<file path="config.mk">
export PLATFORM = sky130hd
export DESIGN_NAME = sd_sector_reader
export DESIGN_NICKNAME = d
export VERILOG_FILES = /design/src/rtl/sd_sector_reader.sv
export SDC_FILE = /design/constraint.sdc
export NUM_CORES = 1
export LEC_CHECK = 0
export BUFFER_PORTS_ARGS = -buffer_cell sky130_fd_sc_hd__buf_4
export CORE_MARGIN = 2
export CORE_UTILIZATION = 25
export DETAILED_ROUTE_END_ITERATION = 7
export PLACE_DENSITY = 0.4
export SETUP_SLACK_MARGIN = 0.02
export SLEW_MARGIN = 30
export SYNTH_ARGS = -nofsm -noshare
export SYNTH_HDL_FRONTEND = slang
export SYNTH_SLANG_ARGS = --single-unit
export TNS_END_PERCENT = 10
</file>
<file path="constraint.sdc">
create_clock -name clk -period 6.9 [get_ports clk]
set_clock_uncertainty 0.1 [all_clocks]
set_input_delay 1.725 -clock clk [delete_from_list [all_inputs] [get_ports clk]]
set_output_delay 1.725 -clock clk [all_outputs]
set_load 0.02 [all_outputs]
</file>
<file path="src/rtl/sd_sector_reader.sv">
// Multi-sector read sequencer for the SPI-mode SD controller: issues one read per
// sector, captures the strobed bytes and streams them out through a FWFT byte FIFO.
module sd_sector_reader #(
  parameter int FIFO_DEPTH   = 16,
  parameter int SECTOR_BYTES = 512,
  parameter int ADDR_SHIFT   = 9
) (
  input  logic        clk,
  input  logic        reset,
  input  logic        start,
  input  logic [22:0] base_sector,
  input  logic [15:0] num_sectors,
  input  logic        sd_ready,
  input  logic        sd_byte_available,
  input  logic [7:0]  sd_dout,
  output logic        sd_rd,
  output logic [31:0] sd_addr,
  output logic [7:0]  out_data,
  output logic        out_valid,
  input  logic        out_ready,
  output logic        busy,
  output logic        done,
  output logic        overflow,
  output logic [15:0] sectors_left
);
  localparam int AW = $clog2(FIFO_DEPTH);
  localparam int CW = $clog2(SECTOR_BYTES);
  localparam logic [CW-1:0] LAST_BYTE = CW'(SECTOR_BYTES - 1);
  localparam logic [CW-1:0] CNT_ONE   = CW'(1);
  localparam logic [AW:0]   LVL_FULL  = (AW+1)'(FIFO_DEPTH);
  localparam logic [AW:0]   LVL_ONE   = (AW+1)'(1);
  localparam logic [AW-1:0] PTR_ONE   = AW'(1);

  typedef enum logic [2:0] {
    S_IDLE       = 3'd0,
    S_WAIT_READY = 3'd1,
    S_ISSUE      = 3'd2,
    S_STREAM     = 3'd3,
    S_NEXT       = 3'd4
  } state_t;

  state_t        state_q, state_d;
  logic [22:0]   ptr_q, ptr_d;
  logic [15:0]   left_q, left_d;
  logic [CW-1:0] cnt_q, cnt_d;
  logic          rd_q, rd_d;
  logic [31:0]   addr_q, addr_d;
  logic          done_q, done_d;
  logic          ovf_q, ovf_d;
  logic          strobe_q;

  logic [7:0]    mem_q [FIFO_DEPTH];
  logic [AW-1:0] wp_q, rp_q;
  logic [AW:0]   level_q;

  logic          edge_s, push_s, pop_s, full_s, push_ok_s;
  logic [31:0]   ptr_ext_s;

  assign edge_s    = sd_byte_available & ~strobe_q;
  assign push_s    = (state_q == S_STREAM) && edge_s;
  assign pop_s     = (level_q != '0) && out_ready;
  assign full_s    = (level_q == LVL_FULL);
  // a pop in the same cycle frees the slot, so a push into a full FIFO still lands
  assign push_ok_s = push_s && (!full_s || pop_s);
  assign ptr_ext_s = {9'd0, ptr_q};

  // Next-state and bookkeeping decode
  always_comb begin
    state_d = state_q;
    ptr_d   = ptr_q;
    left_d  = left_q;
    cnt_d   = cnt_q;
    rd_d    = rd_q;
    addr_d  = addr_q;
    done_d  = 1'b0;
    ovf_d   = ovf_q;
    if (push_s && full_s && !pop_s) begin
      ovf_d = 1'b1;
    end else begin
      ovf_d = ovf_q;
    end
    case (state_q)
      S_IDLE: begin
        if (start) begin
          ovf_d = 1'b0;
          if (num_sectors == 16'd0) begin
            done_d = 1'b1;
          end else begin
            ptr_d   = base_sector;
            left_d  = num_sectors;
            state_d = S_WAIT_READY;
          end
        end else begin
          state_d = S_IDLE;
        end
      end
      S_WAIT_READY: begin
        if (sd_ready) begin
          addr_d  = ptr_ext_s << ADDR_SHIFT;
          rd_d    = 1'b1;
          state_d = S_ISSUE;
        end else begin
          state_d = S_WAIT_READY;
        end
      end
      S_ISSUE: begin
        if (!sd_ready) begin
          rd_d    = 1'b0;
          cnt_d   = '0;
          state_d = S_STREAM;
        end else begin
          state_d = S_ISSUE;
        end
      end
      S_STREAM: begin
        // dropped bytes still count toward the sector length
        if (edge_s && (cnt_q == LAST_BYTE)) begin
          left_d  = left_q - 16'd1;
          ptr_d   = ptr_q + 23'd1;
          state_d = S_NEXT;
        end else if (edge_s) begin
          cnt_d = cnt_q + CNT_ONE;
        end else begin
          state_d = S_STREAM;
        end
      end
      S_NEXT: begin
        if (left_q == 16'd0) begin
          done_d  = 1'b1;
          state_d = S_IDLE;
        end else begin
          state_d = S_WAIT_READY;
        end
      end
      default: state_d = S_IDLE;
    endcase
  end

  // Sequencer registers and strobe history
  always_ff @(posedge clk) begin
    if (reset) begin
      state_q  <= S_IDLE;
      ptr_q    <= 23'd0;
      left_q   <= 16'd0;
      cnt_q    <= '0;
      rd_q     <= 1'b0;
      addr_q   <= 32'd0;
      done_q   <= 1'b0;
      ovf_q    <= 1'b0;
      strobe_q <= 1'b0;
    end else begin
      state_q  <= state_d;
      ptr_q    <= ptr_d;
      left_q   <= left_d;
      cnt_q    <= cnt_d;
      rd_q     <= rd_d;
      addr_q   <= addr_d;
      done_q   <= done_d;
      ovf_q    <= ovf_d;
      strobe_q <= sd_byte_available;
    end
  end

  // FIFO pointers and occupancy
  always_ff @(posedge clk) begin
    if (reset) begin
      wp_q    <= '0;
      rp_q    <= '0;
      level_q <= '0;
    end else begin
      if (push_ok_s) wp_q <= wp_q + PTR_ONE;
      if (pop_s)     rp_q <= rp_q + PTR_ONE;
      case ({push_ok_s, pop_s})
        2'b10:   level_q <= level_q + LVL_ONE;
        2'b01:   level_q <= level_q - LVL_ONE;
        default: level_q <= level_q;
      endcase
    end
  end

  // FIFO storage, contents are don't-care until written
  always_ff @(posedge clk) begin
    if (push_ok_s) mem_q[wp_q] <= sd_dout;
  end

  assign sd_rd        = rd_q;
  assign sd_addr      = addr_q;
  assign out_data     = mem_q[rp_q];
  assign out_valid    = (level_q != '0);
  assign busy         = (state_q != S_IDLE);
  assign done         = done_q;
  assign overflow     = ovf_q;
  assign sectors_left = left_q;
endmodule

</file>
==> insert_results.sql <==
INSERT INTO impl_metrics (metric_group, metric, value, unit) VALUES
('drt', 'drt_pre_antenna_iters', '5', ''),
('clock_tree', 'cts.hold.buffers_added', '0', ''),
('final_layout', 'n_antenna_cell', '0', ''),
('timing', 'period_minus_slack', '4.53', 'ns'),
('timing', 'final_hold_viol_count', '0', ''),
('timing', 'minimum_hold_slack', '0.356', 'ns'),
('setup_path', 'critical-path-slowest-cell', 'mux4_2', ''),
('clock_tree', 'clkTransAtPathRegs', '0.06', 'ns'),
('drt', 'avgRoutedWirePerCell', '18.7', 'um'),
('timing', 'maxClockFrequency', '221', 'MHz'),
('synth', 'synth-seq-area-share', '57.9', '%'),
('global_routing', 'grt_antenna_before_repair', '0', ''),
('timing', 'max_slew.worst_pin.slew', '0.873', 'ns'),
('run_status', 'result_of_the_run', 'finished, final reports clean', ''),
('final_layout', 'finalInstanceArea', '0.0122', 'mm^2'),
('clock_tree', 'max-clock-path-buffers', '3', ''),
('drt', 'drc', '0', ''),
('worst_hold_path', 'min_path_type', 'flip-flop to flip-flop', ''),
('floorplan', 'fp.dieW', '203', 'um'),
('floorplan', 'die_area', '0.0413', 'mm^2'),
('place', 'hpwlAfterDp', '18.1', 'mm'),
('setup_path', 'r2r_setup_slack', '3.85', 'ns'),
('timing', 'setup-tns-final', '0', 'ns'),
('timing', 'min_period_over_period', '65.7', '%'),
('synth', 'synth_edf_count', '128', ''),
('final_layout', 'final_net_count', '989', ''),
('clock_tree', 'cts_made_buffers', '27', ''),
('synth', 'synth.top_cell.area_share', '38.7', '%'),
('synth', 'post-synth-top-count-cell', 'edfxtp_1', ''),
('synth', 'synthTopCellsByCount', 'edfxtp_1 (128), nand2_1 (100), dfxtp_1 (95), a21oi_1 (76), nor2_1 (63)', ''),
('setup_path', 'cp.arrival', '2.71', 'ns'),
('power_and_ir_drop', 'power.total', '3570', 'uW'),
('timing', 'setup_viols_final', '0', ''),
('synth', 'async_flop_share', '0', '%'),
('power_and_ir_drop', 'vdd.ir_drop.worst', '0.000153', 'V'),
('clock_tree', 'clkSinkCount', '223', ''),
('synth', 'yosys.cell_types.count', '73', ''),
('global_routing', 'number_of_global_route_vias_before_repair', '7180', ''),
('power_and_ir_drop', 'power_per_cell_area', '293', 'mW/mm^2'),
('timing', 'grt_setup_unrepaired', 'no', ''),
('drt', 'drt.antenna.violating_nets', '0', ''),
('synth', 'synth.avg_cell_area', '12.0', 'um^2'),
('floorplan', 'die_height', '203', 'um'),
('clock_tree', 'cts_htree_levels', '1', ''),
('floorplan', 'fp-row-count', '73', ''),
('setup_path', 'crit_type', 'flip-flop to output pin', ''),
('synth', 'synth_flop_type', 'edfxtp_1', ''),
('floorplan', 'top_level_ports', '114', ''),
('clock_tree', 'ctsRootBufferMaster', 'clkbuf_16', ''),
('synth', 'synth.top_cells.by_area', 'edfxtp_1 (39%), dfxtp_1 (19%), mux4_2 (9.1%)', ''),
('global_routing', 'grt_use_total', '13.5', '%'),
('setup_path', 'worst_setup_path_end_kind', 'output pin', ''),
('synth', 'synthesis.instances', '828', ''),
('clock_tree', 'clk-insertion-delay-late', '0.54', 'ns'),
('clock_tree', 'post-cts-setup-buffers', '0', ''),
('final_layout', 'final_layout_size_suffix_gt1_share', '27.7', '%'),
('drt', 'routed-via-count', '7034', ''),
('floorplan', 'floorplan.initialDensity', '25.2', '%'),
('global_routing', 'largest_net_degree_at_the_start_of_global_routing', '81', ''),
('setup_path', 'critical-path-top-delay-family', 'multiplexers', ''),
('final_layout', 'area.growth.synth_to_final', '22.7', '%'),
('setup_path', 'startpoint_type', 'flip-flop', ''),
('synth', 'yosys.area.top_type', 'edfxtp_1', ''),
('drt', 'totalWireLength', '27.5', 'mm'),
('setup_path', 'timing.critical_path.required', '5.08', 'ns'),
('setup_path', 'crit_path_buf_inv_count', '2', ''),
('setup_path', 'worst_path_largest_cell_delay', '0.61', 'ns'),
('timing', 'slew_viol_final', '0', ''),
('flow_run', 'max-cap-violations', '0', ''),
('setup_path', 'worstPathCellList', 'buf_4 -> mux4_2 -> mux4_2 -> buf_4', ''),
('clock_tree', 'post_cts_resize_count', '0', '');
## through the flow
| step | setup WS, ns | instances | util (%) |
|---|---|---|---|
| finish | 2.37 | 1471 | 30.9 |
| global route | 2.18 | 1471 | 30.9 |
| CTS | 2.25 | 1470 | 30.8 |
| detailed placement | 2.71 | 1420 | 28.4 |
| global placement | 2.70 | 1420 | 28.4 |
| floorplan | 3.08 | 836 | - |
## cell type report
type	count	area (um^2)
clock buffer	33	732
clock inverter	17	196
fill	4042	27300
inverter	9	33.8
multi-input combinational	539	3860
sequential	223	5750
tap	525	657
timing repair buffer	125	958
## final timing paths
path,to,from,cells past startpoint
max,out_data[0],flip-flop,4
min reg2reg,sd_addr[30],sd_addr[30],2
max reg2reg,mem_q[2][7],state_q[0],4
min,sd_addr[30],sd_addr[30],2
## registers in the layout, summed over array words and instances (netlist names), 3 cells and up, named ones only
register      cells
mem_q           128
ptr_q            23
sd_addr          23
sectors_left     16
cnt_q             9
level_q           5
rp_q              4
wp_q              4
state_q           3
## worst min-delay path, cell delays in order, from the launching register on
cell and delay (ns):
dfxtp_1 0.31, nand2_1 0.05, a21oi_1 0.05
## cells by family after synthesis
family | Yosys count | synth area share [%]
xor+xnor | 14 | 1.23
mux | 44 | 9.49
flops | 223 | 57.9
other cells | 1 | 0.0378
fa+ha+maj | 11 | 1.39
buf+inv | 74 | 3.74
compound gates | 185 | 12.7
simple gates | 276 | 13.5
## cell usage in the layout, fill, tap and decap left out, types with 8 or more instances in the layout
master,instances
o21ai_2,15
nor4_1,11
nand3_1,13
nand2_1,100
nand2b_1,10
a21oi_1,76
inv_1,8
nand4_1,13
clkinv_2,8
a211oi_1,8
edfxtp_1,128
xor2_1,8
mux4_2,40
o21ai_0,16
buf_4,124
nor3_1,19
ha_1,11
nor2_1,63
clkbuf_16,27
dfxtp_1,94
conb_1,9
a21oi_2,12
## where the power goes
| group | leakage, uW | internal, uW | switching, uW |
|---|---|---|---|
| clock network | 0.000460 | 903 | 569 |
| logic | 0.00177 | 273 | 322 |
| registers | 0.00192 | 1450 | 60.6 |
| total | 0.00415 | 2620 | 952 |
## routing by layer
layer  up-vias  share of wire [%]  global-route usage, %
li1       3303                  -                      -
met1      3510                 47                   18.7
met2       179                 46                   21.7
met3        42                5.2                   2.92
met4         0                2.0                   2.87
met5         -                  0                      0
Power figures use the tool's default switching activity.
